**src/rtl/riscv_br_pkg.sv**
```systemverilog
// Shared RV32I control-transfer encodings and 2-bit predictor counter helpers
// for the EX-stage branch resolver.
package riscv_br_pkg;

  localparam logic [6:0] OP_BRANCH = 7'b1100011;
  localparam logic [6:0] OP_JAL    = 7'b1101111;
  localparam logic [6:0] OP_JALR   = 7'b1100111;

  localparam logic [2:0] F3_BEQ  = 3'b000;
  localparam logic [2:0] F3_BNE  = 3'b001;
  localparam logic [2:0] F3_BLT  = 3'b100;
  localparam logic [2:0] F3_BGE  = 3'b101;
  localparam logic [2:0] F3_BLTU = 3'b110;
  localparam logic [2:0] F3_BGEU = 3'b111;

  localparam logic [1:0] SNT = 2'b00;
  localparam logic [1:0] WNT = 2'b01;
  localparam logic [1:0] WT  = 2'b10;
  localparam logic [1:0] ST  = 2'b11;

  typedef enum logic [1:0] {
    CT_NONE,
    CT_BRANCH,
    CT_JAL,
    CT_JALR
  } ctrl_kind_e;

  // Saturating step: never wraps between strongly-taken and strongly-not-taken.
  function automatic logic [1:0] bht_next(input logic [1:0] cnt, input logic taken);
    if (taken) begin
      return (cnt == ST) ? ST : cnt + 2'b01;
    end
    return (cnt == SNT) ? SNT : cnt - 2'b01;
  endfunction

endpackage

```
**src/rtl/branch_resolve_unit_if.sv**
```systemverilog
// Bundle of the fetch-lookup and EX-resolve signals of the branch resolver;
// master drives the pipeline side, slave is the resolver.
interface branch_resolve_unit_if #(
  parameter int XLEN  = 32,
  parameter int CNT_W = 32
);

  logic [XLEN-1:0]  if_pc;
  logic             if_pred_taken;
  logic             ex_valid;
  logic [31:0]      ex_ir;
  logic [XLEN-1:0]  ex_pc;
  logic [XLEN-1:0]  ex_a;
  logic [XLEN-1:0]  ex_b;
  logic [XLEN-1:0]  ex_imm;
  logic             ex_pred_taken;
  logic             redirect;
  logic [XLEN-1:0]  next_pc;
  logic [XLEN-1:0]  link_addr;
  logic             misalign;
  logic [CNT_W-1:0] perf_branches;
  logic [CNT_W-1:0] perf_mispredicts;

  modport master (
    output if_pc, ex_valid, ex_ir, ex_pc, ex_a, ex_b, ex_imm, ex_pred_taken,
    input  if_pred_taken, redirect, next_pc, link_addr, misalign,
           perf_branches, perf_mispredicts
  );

  modport slave (
    input  if_pc, ex_valid, ex_ir, ex_pc, ex_a, ex_b, ex_imm, ex_pred_taken,
    output if_pred_taken, redirect, next_pc, link_addr, misalign,
           perf_branches, perf_mispredicts
  );

endinterface

```
**src/rtl/bht_2bit.sv**
```systemverilog
// Table of 2-bit saturating branch counters: asynchronous lookup port for IF,
// synchronous training port for EX. Reset leaves every entry weakly not-taken.
module bht_2bit
  import riscv_br_pkg::*;
#(
  parameter int BHT_DEPTH = 64,
  localparam int IDX_W    = $clog2(BHT_DEPTH)
) (
  input  logic             clk,
  input  logic             rst,
  input  logic [IDX_W-1:0] rd_idx,
  output logic             rd_taken,
  input  logic             upd_en,
  input  logic [IDX_W-1:0] upd_idx,
  input  logic             upd_taken
);

  logic [BHT_DEPTH-1:0][1:0] cnt_q;
  logic [BHT_DEPTH-1:0][1:0] cnt_d;

  always_comb begin
    cnt_d = cnt_q;
    if (upd_en) begin
      cnt_d[upd_idx] = bht_next(cnt_q[upd_idx], upd_taken);
    end
  end

  always_ff @(posedge clk) begin
    if (rst) begin
      cnt_q <= {BHT_DEPTH{WNT}};
    end else begin
      cnt_q <= cnt_d;
    end
  end

  // Reads the registered table, so a same-cycle update is not visible yet.
  assign rd_taken = cnt_q[rd_idx][1];

endmodule

```
**src/rtl/branch_resolve_unit.sv**
```systemverilog
// EX-stage resolver for RV32I branches and jumps: compares, computes targets,
// checks IF's prediction and emits registered redirect/misalign/link results.
module branch_resolve_unit
  import riscv_br_pkg::*;
#(
  parameter int XLEN      = 32,
  parameter int BHT_DEPTH = 64,
  parameter int CNT_W     = 32
) (
  input logic                 clk,
  input logic                 rst,
  branch_resolve_unit_if.slave bus
);

  localparam int IDX_W = $clog2(BHT_DEPTH);

  logic [6:0]       opcode;
  logic [2:0]       funct3;
  ctrl_kind_e       kind;
  logic             legal_br;
  logic             br_cond;
  logic             taken;
  logic             bad_align;
  logic             want_redirect;
  logic             bht_upd;
  logic [XLEN-1:0]  seq_pc;
  logic [XLEN-1:0]  pc_target;
  logic [XLEN-1:0]  jalr_target;
  logic [XLEN-1:0]  target;

  logic             redirect_q, redirect_d;
  logic             misalign_q, misalign_d;
  logic [XLEN-1:0]  next_pc_q, next_pc_d;
  logic [XLEN-1:0]  link_addr_q, link_addr_d;
  logic [CNT_W-1:0] perf_br_q, perf_br_d;
  logic [CNT_W-1:0] perf_mp_q, perf_mp_d;

  logic             unused_bits;

  assign opcode = bus.ex_ir[6:0];
  assign funct3 = bus.ex_ir[14:12];

  always_comb begin
    unique case (opcode)
      OP_BRANCH: kind = CT_BRANCH;
      OP_JAL:    kind = CT_JAL;
      OP_JALR:   kind = CT_JALR;
      default:   kind = CT_NONE;
    endcase
  end

  always_comb begin
    legal_br = 1'b1;
    br_cond  = 1'b0;
    unique case (funct3)
      F3_BEQ:  br_cond = (bus.ex_a == bus.ex_b);
      F3_BNE:  br_cond = (bus.ex_a != bus.ex_b);
      F3_BLT:  br_cond = ($signed(bus.ex_a) <  $signed(bus.ex_b));
      F3_BGE:  br_cond = ($signed(bus.ex_a) >= $signed(bus.ex_b));
      F3_BLTU: br_cond = (bus.ex_a <  bus.ex_b);
      F3_BGEU: br_cond = (bus.ex_a >= bus.ex_b);
      default: legal_br = 1'b0;
    endcase
  end

  assign seq_pc      = bus.ex_pc + XLEN'(4);
  assign pc_target   = bus.ex_pc + bus.ex_imm;
  assign jalr_target = (bus.ex_a + bus.ex_imm) & ~XLEN'(1);

  always_comb begin
    taken         = 1'b0;
    target        = pc_target;
    want_redirect = 1'b0;
    unique case (kind)
      CT_BRANCH: begin
        // Unknown funct3 behaves as a not-taken branch for prediction purposes.
        taken         = legal_br & br_cond;
        want_redirect = (taken != bus.ex_pred_taken);
      end
      CT_JAL: begin
        taken         = 1'b1;
        want_redirect = 1'b1;
      end
      CT_JALR: begin
        taken         = 1'b1;
        target        = jalr_target;
        want_redirect = 1'b1;
      end
      default: ;
    endcase
  end

  // A misaligned target is handed to the trap logic instead of redirecting.
  assign bad_align = taken & target[1];
  assign bht_upd   = bus.ex_valid & (kind == CT_BRANCH) & legal_br;

  always_comb begin
    misalign_d  = bus.ex_valid & bad_align;
    redirect_d  = bus.ex_valid & want_redirect & ~bad_align;
    next_pc_d   = next_pc_q;
    link_addr_d = link_addr_q;
    if (redirect_d) begin
      next_pc_d = taken ? target : seq_pc;
    end
    if (bus.ex_valid && (kind == CT_JAL || kind == CT_JALR)) begin
      link_addr_d = seq_pc;
    end
    perf_br_d = perf_br_q + CNT_W'(bht_upd);
    perf_mp_d = perf_mp_q + CNT_W'(redirect_d);
  end

  always_ff @(posedge clk) begin
    if (rst) begin
      redirect_q  <= 1'b0;
      misalign_q  <= 1'b0;
      next_pc_q   <= '0;
      link_addr_q <= '0;
      perf_br_q   <= '0;
      perf_mp_q   <= '0;
    end else begin
      redirect_q  <= redirect_d;
      misalign_q  <= misalign_d;
      next_pc_q   <= next_pc_d;
      link_addr_q <= link_addr_d;
      perf_br_q   <= perf_br_d;
      perf_mp_q   <= perf_mp_d;
    end
  end

  bht_2bit #(
    .BHT_DEPTH (BHT_DEPTH)
  ) u_bht (
    .clk       (clk),
    .rst       (rst),
    .rd_idx    (bus.if_pc[IDX_W+1:2]),
    .rd_taken  (bus.if_pred_taken),
    .upd_en    (bht_upd),
    .upd_idx   (bus.ex_pc[IDX_W+1:2]),
    .upd_taken (taken)
  );

  assign bus.redirect         = redirect_q;
  assign bus.misalign         = misalign_q;
  assign bus.next_pc          = next_pc_q;
  assign bus.link_addr        = link_addr_q;
  assign bus.perf_branches    = perf_br_q;
  assign bus.perf_mispredicts = perf_mp_q;

  assign unused_bits = ^{bus.ex_ir[31:15], bus.ex_ir[11:7],
                         bus.if_pc[1:0], bus.if_pc[XLEN-1:IDX_W+2]};

endmodule
```
**src/flat_wrapper.sv**
```systemverilog
// flat-port wrapper written by rule: the top's interface ports become plain ports
module branch_resolve_unit_flat import riscv_br_pkg::*;
#(
  parameter int XLEN      = 32,
  parameter int BHT_DEPTH = 64,
  parameter int CNT_W     = 32
)
  (clk, rst, bus_if_pc, bus_ex_valid, bus_ex_ir, bus_ex_pc, bus_ex_a, bus_ex_b, bus_ex_imm, bus_ex_pred_taken, bus_if_pred_taken, bus_redirect, bus_next_pc, bus_link_addr, bus_misalign, bus_perf_branches, bus_perf_mispredicts);
  branch_resolve_unit_if #(.XLEN(XLEN), .CNT_W(CNT_W)) bus_i ();
  input logic clk;
  input logic rst;
  input wire logic [$bits(bus_i.if_pc)-1:0] bus_if_pc;
  input wire logic [$bits(bus_i.ex_valid)-1:0] bus_ex_valid;
  input wire logic [$bits(bus_i.ex_ir)-1:0] bus_ex_ir;
  input wire logic [$bits(bus_i.ex_pc)-1:0] bus_ex_pc;
  input wire logic [$bits(bus_i.ex_a)-1:0] bus_ex_a;
  input wire logic [$bits(bus_i.ex_b)-1:0] bus_ex_b;
  input wire logic [$bits(bus_i.ex_imm)-1:0] bus_ex_imm;
  input wire logic [$bits(bus_i.ex_pred_taken)-1:0] bus_ex_pred_taken;
  output wire logic [$bits(bus_i.if_pred_taken)-1:0] bus_if_pred_taken;
  output wire logic [$bits(bus_i.redirect)-1:0] bus_redirect;
  output wire logic [$bits(bus_i.next_pc)-1:0] bus_next_pc;
  output wire logic [$bits(bus_i.link_addr)-1:0] bus_link_addr;
  output wire logic [$bits(bus_i.misalign)-1:0] bus_misalign;
  output wire logic [$bits(bus_i.perf_branches)-1:0] bus_perf_branches;
  output wire logic [$bits(bus_i.perf_mispredicts)-1:0] bus_perf_mispredicts;
  assign bus_i.if_pc = bus_if_pc;
  assign bus_i.ex_valid = bus_ex_valid;
  assign bus_i.ex_ir = bus_ex_ir;
  assign bus_i.ex_pc = bus_ex_pc;
  assign bus_i.ex_a = bus_ex_a;
  assign bus_i.ex_b = bus_ex_b;
  assign bus_i.ex_imm = bus_ex_imm;
  assign bus_i.ex_pred_taken = bus_ex_pred_taken;
  assign bus_if_pred_taken = bus_i.if_pred_taken;
  assign bus_redirect = bus_i.redirect;
  assign bus_next_pc = bus_i.next_pc;
  assign bus_link_addr = bus_i.link_addr;
  assign bus_misalign = bus_i.misalign;
  assign bus_perf_branches = bus_i.perf_branches;
  assign bus_perf_mispredicts = bus_i.perf_mispredicts;
  branch_resolve_unit #(.XLEN(XLEN), .BHT_DEPTH(BHT_DEPTH), .CNT_W(CNT_W)) u_core (.clk(clk), .rst(rst), .bus(bus_i));
endmodule
```
**config.mk**
```make
export PLATFORM = sky130hd
export DESIGN_NAME = branch_resolve_unit_flat
export DESIGN_NICKNAME = d
export VERILOG_FILES = /design/src/rtl/riscv_br_pkg.sv /design/src/rtl/branch_resolve_unit_if.sv /design/src/rtl/bht_2bit.sv /design/src/rtl/branch_resolve_unit.sv /design/src/flat_wrapper.sv
export SDC_FILE = /design/constraint.sdc
export NUM_CORES = 1
export LEC_CHECK = 0
export CORE_MARGIN = 2
export CORE_UTILIZATION = 25
export CTS_BUF_LIST = sky130_fd_sc_hd__clkbuf_4 sky130_fd_sc_hd__clkbuf_8 sky130_fd_sc_hd__clkbuf_16
export DETAILED_ROUTE_END_ITERATION = 10
export DONT_BUFFER_PORTS = 1
export SYNTH_ARGS = -nofsm -noshare
export SYNTH_HDL_FRONTEND = slang
export SYNTH_SLANG_ARGS = --single-unit
export TNS_END_PERCENT = 20
```
**constraint.sdc**
```tcl
create_clock -name clk -period 6.14 [get_ports clk]
set_clock_uncertainty 0.15 [all_clocks]
set_input_delay 0.614 -clock clk [delete_from_list [all_inputs] [get_ports clk]]
set_output_delay 0.614 -clock clk [all_outputs]
set_load 0.005 [all_outputs]
```
### Yosys cells after proc, flatten, opt, wreduce, memory -nomap -nowiden

Index checks and enable logic that the tools add are counted.

* memory bits (read-only): 0
* RAM bits: 0
* register bits: 258
* bits in latches: 0
* word-level logic and storage cells: 135
* output and inout bits: 131
* memories kept: 0

* multiplexer cells: 21
* bitwise gates (word level): 8
* magnitude comparators: 7
* reduce and logical (&&, ||, !) cells: 7
* divide/modulo/power cells: 0
* multipliers: 0
* equal/unequal tests: 15
* add/subtract/negate cells: 7
* shift operators: 0

Operators with widths (number)
* $bwmux W128: 1
* $add A32 B1 Y32: 2
* $add A32 B32 Y32: 2
* $ge A32 B32 Y1: 2
* $lt A32 B32 Y1: 2
* $mux W32: 2
* $add A32 B3 Y32 const B: 1
* $eq A32 B32 Y1: 1
* $ne A32 B32 Y1: 1
* $bmux W2 S6: 2
* $eq A7 B7 Y1 const B: 3
* $mux W2: 8
* $lt A6 B7 Y1 const B: 2
* $demux W2 S6: 1
* $eq A3 B3 Y1 const B: 4
* $and A1 B1 Y1: 7
* $eq A2 B2 Y1 const B: 3
* $ge A6 B1 Y1 const B: 1
* $pmux W1 S6: 1
* $pmux W2 S3: 1
* $reduce_or A6 Y1: 1
* $pmux W1 S2: 2
* $eq A3 B1 Y1 const B: 1
* $logic_not A3 Y1: 1
* 10 further kinds: 13

### Longest topological paths before layout

Gate-level depths: netlist of the first run.

* depth in word-level cells: 10
* mapped depth: 21
* gate-level depth less buffers: 17

### Modules after synthesis

A second synthesis of the first run with hierarchy kept.

* cell total of the unflattened synthesis: 2017
* area, all modules: 16821.1 um^2

By module, submodules not included
* branch_resolve_unit: times used 1, area an instance 9699.3 um^2, cells each 1256, seq. area each 2602.5 um^2
* bht_2bit: times used 1, area an instance 7121.8 um^2, cells each 761, seq. area each 2562.5 um^2

### Least setup slack after synthesis of the first run

Ideal clock, no wire load.

* path type: input to register
* start: input port bus_ex_b[15]
* end: register u_core.perf_mp_q[29], in the netlist u_core.bus.perf_mispredicts[29]
* arrival: 4.336 ns
* data required time: 5.862 ns
* stages: 21
* setup slack: 1.526 ns
* path buffers: 4
* library setup time: 0.128 ns
* path through: inv_1 -> ha_1 -> nand4_1 -> nor4_2 -> o21ai_1 -> a31oi_2 -> mux2i_1 -> mux2i_2 -> or4_1 -> buf_2 -> nand3_2 -> buf_6 -> buf_6 -> ha_1 -> and3_1 -> clkbuf_1 -> nand2_1 -> nor3_1 -> nand3_1 -> xor2_1 -> nor2_1

* longest elaborated chain between the ends: 8

RTL lines
* start, declared: RTL line flat_wrapper.sv:17 `input wire logic [$bits(bus_i.ex_b)-1:0] bus_ex_b;`
* $ge A32 B32 Y1, or another cell as far along: RTL line branch_resolve_unit.sv:61 `F3_BGEU: br_cond = (bus.ex_a >= bus.ex_b);`
* $pmux W1 S6 *: RTL line branch_resolve_unit.sv:55 `unique case (funct3)`
* $and A1 B1 Y1 *: RTL line branch_resolve_unit.sv:77 `taken = legal_br & br_cond;`
* $ne A1 B1 Y1 or $pmux W1 S2 (tied branches): RTL line branch_resolve_unit.sv:78, branch_resolve_unit.sv:74
* $pmux W1 S2 or $and A1 B1 Y1 (tied branches): RTL line branch_resolve_unit.sv:74, branch_resolve_unit.sv:94
* $and A1 B1 Y1 or $not A1 Y1 (tied branches): RTL line branch_resolve_unit.sv:99 `redirect_d = bus.ex_valid & want_redirect & ~bad_align;`
* $and A1 B1 Y1 *: RTL line branch_resolve_unit.sv:99
* named net u_core.redirect_d: RTL line branch_resolve_unit.sv:31 `logic redirect_q, redirect_d;`
* $add A32 B1 Y32 *: RTL line branch_resolve_unit.sv:109 `perf_mp_d = perf_mp_q + CNT_W'(redirect_d);`
* end signal, assigned: RTL line branch_resolve_unit.sv:126 `perf_mp_q <= perf_mp_d;`
* end, declared: RTL line branch_resolve_unit.sv:36 `logic [CNT_W-1:0] perf_mp_q, perf_mp_d;`

Mark *: on every way through the listed nets, which the timed path passes. The rest lies on a longest branch.
A chain may end at the register's enable or synchronous reset.

### Final worst setup path of the first run

* start: input port bus_ex_b[15]
* end: register u_core.perf_mp_q[28], in the netlist u_core.bus.perf_mispredicts[28]

* longest elaborated chain between the ends: 8

RTL lines (RTL line)
* $ge A32 B32 Y1, or another cell as far along: branch_resolve_unit.sv:61
* $pmux W1 S6 *: branch_resolve_unit.sv:55
* $and A1 B1 Y1 *: branch_resolve_unit.sv:77
* $ne A1 B1 Y1 or $pmux W1 S2 (tied branches): branch_resolve_unit.sv:78, branch_resolve_unit.sv:74
* $pmux W1 S2 or $and A1 B1 Y1 (tied branches): branch_resolve_unit.sv:74, branch_resolve_unit.sv:94
* $and A1 B1 Y1 or $not A1 Y1 (tied branches): branch_resolve_unit.sv:99
* $and A1 B1 Y1 *: branch_resolve_unit.sv:99
* $add A32 B1 Y32 *: branch_resolve_unit.sv:109

Every way passes the cells marked *; elsewhere a longest branch is shown, timed or not.

==> reports/results.ini, run 1 <==
[worst_setup_path]
crit_start=bus_ex_b[15]
timing.setup.critical_path_class=in -> reg
crit_path_end_kind=flip-flop
crit_path_top_delay_cell=or4_1
max_stage_delay_ps=750
crit_path_frequent_cell=ha_1
critPathMaxFanout=9
rrSetupSlack_ps=2540
worstPathArrival_ps=4970
r2r-end=u_core.u_bht.cnt_q[126]$_SDFFE_PP1P_
critPathLaunchType=input pin
crit_chain=inv_1, ha_1, nand4_1, nor4_2, o21ai_1, a31oi_2, mux2i_1, mux2i_2, or4_1, nand3_2, ha_1, ha_1, nand3_1, nor3_1, nand2_1, xor2_1, nor2_1
crit_path_end=u_core.bus.perf_mispredicts[28]$_SDFF_PP0_
reg2regPathDepth=9
reg2reg_from=u_core.u_bht.cnt_q[30]$_SDFFE_PP1P_
worstPathRequired_ps=6410

[status]
status=completed

[detailed_routing]
wl_per_cell_um=20.2
drc=0
ant_nets=0
drt_iter0_markers=980
firstDrtPassIters=5
via_count=14400
vias_per_cell=5.16
wirelength_um=56600

[yosys]
synth_edf_count=0
synth.avg_cell_area_sq_um=8.22
synth.largest_area_cell=dfxtp_1
yosys-top-cells-count=316 x nor2_1, 258 x dfxtp_1, 153 x nand2_1
synth_seq_cells=258
synth_cell_type_count=76
ys_seq_area_share_pct=31.9
syn_inst=1966
syn_area_sq_um=16200
ys.flop_type=dfxtp_1
post-synth-top-count-cell=nor2_1
async_reset_ff_share_pct=0
synth_nets=2262
netlist.area_leader.share_pct=31.9
yosys-top-cells-area=dfxtp_1 32%, ha_1 7.6%, nor2_1 7.3%
yosys_warnings=0

[timing]
slew_headroom_pct=19.3
setup_viol=0
final-hold-violation-count=0
worst_slack_ps=1440
max_slew.worst_pin.slew_ps=1210
finalSetupTns_ps=0
rsz0062_at_grt=false
fin_crit_ps=4700
whs_ps=67.1
final-max-slew-violation-count=0
clock.fmax_mhz=213
fin_crit_sh_pct=76.6

[placement]
dp_slack_ps=879
place.detailed.hpwl_um=41400
globalplace.congestion=0.870
port_buffers=0

[cells_and_area]
antennaDiodeCount=0
syn_to_final_growth_pct=12.0
nets=2218
drive_gt1_share_pct=6.79

[cts]
cts_resized=0
post_cts_buffers=0
clock-sinks=258
clock_latency_ps=550
cts_root_buf=clkbuf_16
clk_path_buf_depth=3
clkTransAtPathRegs_ps=60
htreeDepth=2
cts_tree=done
cts_made_buffers=34

[floorplan]
die_w_um=258
fp.dieArea_sq_um=66700
initial_utilization_pct=25.2
coreArea_sq_um=64200
chipHeight_um=258
rows=93
pin_count=327

[grt]
first_global_vias=13700
grt_usage_pct=16.5
antenna_found_initial=1
grt_start_max_net_pins=118
grt_pass1_wl_um=85500
overflow=0

[worst_hold_path]
hold_path_class=in -> reg

[flow_run]
cap_violations=0

[power_and_ir_drop]
power_density_nw_per_um2=236
irDropWorstVdd_mv=0.210
leakagePower_nw=6.26

-- flip-flops by register name (all words and copies together) (netlist names) --
| signal | flops |
|---|---|
| u_core.bus.perf_mispredicts | 32 |
| u_core.bus.redirect | 1 |
| u_core.bus.misalign | 1 |
| u_core.bus.next_pc | 32 |
| u_core.u_bht.cnt_q | 128 |
| u_core.bus.link_addr | 32 |
| u_core.bus.perf_branches | 32 |
-- per-stage QoR --
stage | util, % | std cells | area, sq um | total power, mW
floorplan | - | 1966 | 16200 | 2.17
global route | 28.2 | 2799 | 18100 | 4.46
finish | 28.2 | 2799 | 18100 | 4.28
CTS | 28.2 | 2799 | 18100 | 4.33
global placement | 26.4 | 2739 | 16900 | 2.26
detailed placement | 26.4 | 2739 | 16900 | 2.26
-- area by class of cell --
class / count / area (sq um)
Clock buffer: 43 / 961
Clock inverter: 15 / 160
Fill cell: 6951 / 46100
Inverter: 62 / 233
Multi-Input combinational cell: 1543 / 10300
Sequential cell: 258 / 5160
Tap cell: 855 / 1070
Timing Repair Buffer: 23 / 195
-- critical path: cells and delay by family --
kind	cells	cell delay, ps
AOI/OAI and AO/OA	2	420
xor gates and xnor gates	1	150
adders and majority gates	3	790
buffers and inverters	1	20
muxes	2	490
and+or+nand+nor	8	2470
-- report_power, final --
group          internal, mW  switching, mW
sequential             1.68        0.00326
clock                  1.20          0.830
combinational         0.233          0.334
total                  3.11           1.17
-- worst min-delay path by stage --
stage | cells past startpoint | start | endpoint
floorplan | 2 | u_core.u_bht.cnt_q[104]$_SDFFE_PP1P_ | u_core.u_bht.cnt_q[104]$_SDFFE_PP1P_
global placement | 2 | u_core.u_bht.cnt_q[2]$_SDFFE_PP1P_ | u_core.u_bht.cnt_q[2]$_SDFFE_PP1P_
detailed placement | 2 | u_core.u_bht.cnt_q[2]$_SDFFE_PP1P_ | u_core.u_bht.cnt_q[2]$_SDFFE_PP1P_
CTS | 1 | rst | u_core.bus.next_pc[26]$_SDFFE_PP0N_
global route | 1 | rst | u_core.bus.next_pc[26]$_SDFFE_PP0N_
finish | 2 | bus_ex_pc[1] | u_core.bus.link_addr[1]$_SDFFE_PP0P_
-- per-layer routing --
metal	vias to the layer above	part of all wire, %	GRT usage (%)
met5	-	0.014	0
met4	2	2.3	4.40
met3	80	9.0	4.95
met2	505	44	26.3
met1	6775	44	21.8
li1	7071	-	-
-- logic make-up after synthesis --
| logic type | Yosys count | share of synthesized area [%] |
|---|---|---|
| xor gates and xnor gates | 126 | 6.83 |
| adders and majority gates | 102 | 7.96 |
| muxes | 109 | 8.42 |
| DFF | 258 | 31.9 |
| buffers and inverters | 165 | 4.37 |
| and+or+nand+nor | 736 | 21.0 |
| AOI/OAI and AO/OA | 470 | 19.5 |
-- what timing repair did --
item | 4_1_cts | 5_1_grt
hold buffers | 2 | 0
setup endpoints to repair | 0 | 0
endpoints found under the hold margin | 78 | 0
-- cell usage in the layout (no fill, tap or decap), types with 29 or more instances in the layout --
cell	netlist	final
a21oi_1	98	98
nor3_1	53	53
nand4_1	38	38
nand2_1	153	153
clkbuf_16	0	35
nor2_1	316	313
o21ai_1	29	29
xor2_1	60	60
mux2i_1	84	84
xnor2_1	66	66
a211oi_1	98	98
nand3_1	53	53
o21ai_0	53	53
inv_1	62	62
a22oi_1	39	39
ha_1	98	98
dfxtp_1	258	258
Power figures use the tool's default switching activity.
==> inputs of run 2 (changes only) <==
Clock period 6.14 ns to 4.4 ns, I/O delays scaled along.
==> run 2 against run 1 <==
Net effect:
- clock power rose by 50%
- cell count rose by 2.3%
- via count rose by 1.3%
- sequential cell count did not move
- critical endpoint is now u_core.bus.perf_mispredicts[20]$_SDFF_PP0_
- hold slack got worse by 28 ps
- clock-buffer cell count rose by 6
- critical path depth did not move
- final area rose by 3.8%
- non-clock buffer count rose by 60
- first-iteration DRC count rose by 29%
- highest routed layer is now met4
==> reports/results.ini, run 2 (synthesized netlist as in run 1, its figures left out) <==
[placement]
dp.cells=2788
globalplace.congestion=0.876
port_buffers=0
place_area_sq_um=17400
dp_slack_ps=-234
place.detailed.hpwl_um=43200

[worst_setup_path]
timing.setup.critical_path_class=in -> reg
crit_path_frequent_cell=ha_1
path_buf_inv=3
reg2reg_from=u_core.u_bht.cnt_q[30]$_SDFFE_PP1P_
critPathLaunchType=input pin
critPathTopFamily=simple AND/OR/NAND/NOR gates
crit_chain=inv_1, ha_1, nand4_1, nor4_4, o21ai_1, a31oi_2, mux2i_1, mux2i_2, or4_1, nand3_2, ha_1, ha_1, nand3_1, buf_4, buf_4, or3_1, a21oi_1
max_stage_delay_ps=590
r2r-end=u_core.u_bht.cnt_q[70]$_SDFFE_PP1P_
crit_path_top_delay_cell=or4_1
crit_start=bus_ex_b[15]
worstPathRequired_ps=4700
critPathMaxFanout=4
worstPathArrival_ps=4300
rrSetupSlack_ps=1560
crit_path_end_kind=flip-flop
reg2regPathDepth=9

[cells_and_area]
nets=2278
layoutNonFillerInstCount=2863
design_area_sq_um=18800
largest_reg_flops=128
syn_to_final_growth_pct=16.2
layout_common_cells=313 x nor2_1, 258 x dfxtp_1, 153 x nand2_1
antennaDiodeCount=0
final_common_cell=nor2_1
regMostFlops=u_core.u_bht.cnt_q
drive_gt1_share_pct=9.31

[grt]
grt_usage_pct=17.0
antenna_found_initial=0
grt_start_max_net_pins=191
overflow=0
first_global_vias=13800
grt_pass1_wl_um=87800

[flow_run]
cap_violations=0

[power_and_ir_drop]
power_density_nw_per_um2=332
finalPower_mw=6.24
leakagePower_nw=6.66
irDropWorstVdd_mv=0.192

[detailed_routing]
m1WireLength_um=25800
drt_iter0_markers=1261
drc=0
vias_per_cell=5.11
ant_nets=0
firstDrtPassIters=7
wirelength_um=58200
dr_wl_met3_um=4930
highest_layer=met4
via_count=14600
wl_per_cell_um=20.3
wl_met2_um=26300

[worst_hold_path]
hp-start=bus_ex_pc[31]
hold_end=u_core.bus.link_addr[31]$_SDFFE_PP0P_
hold_path_class=in -> reg
whs_path_depth=2

[timing]
finalSetupTns_ps=0
slew_headroom_pct=40.0
fin_crit_sh_pct=90.9
clock.fmax_mhz=250
max_slew.worst_pin.slew_ps=900
final-max-slew-violation-count=0
rsz0062_at_grt=false
final-hold-violation-count=0
setup_viol=0
worst_slack_ps=400
fin_crit_ps=4000

[cts]
clock-sinks=258
post_cts_buffers=0
cts_tree=done
cts_made_buffers=34
cts_root_buf=clkbuf_16
clock_latency_ps=540
clkTransAtPathRegs_ps=60
htreeDepth=2
clk_path_buf_depth=3

[floorplan]
rows=93
pin_count=327
initial_utilization_pct=25.2
die_w_um=258
chipHeight_um=258
fp.dieArea_sq_um=66700
coreArea_sq_um=64200

[status]
status=completed

==> run 2: cell count changes in the layout (fill, tap and decap cells not counted), sizes merged, moves of 4 or more <==
cell / before / now
dlygate4sd3: 1 / 12
clkinvlp: 5 / 1
clkbuf: 43 / 49
buf: 22 / 71
==> run 2: metrics by stage <==
stage / hold WS [ps] / util, %
2_1_floorplan: 292 / -
3_3_place_gp: 305 / 27.1
3_5_place_dp: 309 / 27.1
4_1_cts: 6.03 / 29.2
5_1_grt: 25.8 / 29.3
6_report: 38.8 / 29.3
==> run 2: area by class of cell <==
| cell class | instances | area [sq um] |
|---|---|---|
| clock buffer | 49 | 1070 |
| timing repair buffer | 83 | 723 |
| tap | 855 | 1070 |
| sequential | 258 | 5160 |
| fill | 6878 | 45400 |
| inverter | 62 | 233 |
| multi-input combinational | 1543 | 10400 |
| clock inverter | 13 | 171 |
==> run 2: timing repair <==
action,4_1_cts,5_1_grt
hold endpoints to repair,190,0
endpoints found under the setup margin,0,1
gates resized for setup,0,1
hold buffers,13,0
==> run 2: how the worst max path moves through the flow <==
stage	cells past startpoint	endpoint	slack, ps
3_5_place_dp	17	u_core.bus.perf_mispredicts[20]$_SDFF_PP0_	-230
3_3_place_gp	17	u_core.bus.perf_mispredicts[20]$_SDFF_PP0_	-130
4_1_cts	17	u_core.bus.perf_mispredicts[20]$_SDFF_PP0_	340
2_1_floorplan	21	u_core.bus.perf_mispredicts[29]$_SDFF_PP0_	50
5_1_grt	17	u_core.bus.perf_mispredicts[20]$_SDFF_PP0_	80
6_report	17	u_core.bus.perf_mispredicts[20]$_SDFF_PP0_	400
==> run 2: report_power, final <==
| part | switching [mW] | leakage, nW | total (mW) | internal (mW) |
|---|---|---|---|---|
| Sequential | 0.00460 | 2.08 | 2.34 | 2.34 |
| Combinational | 0.501 | 3.96 | 0.859 | 0.358 |
| Clock | 1.12 | 0.620 | 3.04 | 1.92 |
==> run 2: per-layer routing <==
metal  vias to the layer above  GRT usage, %
li1                       7194             -
met1                      6849          22.7
met2                       510          27.6
met3                        72          4.26
met4                         0          3.89
met5                         -             0
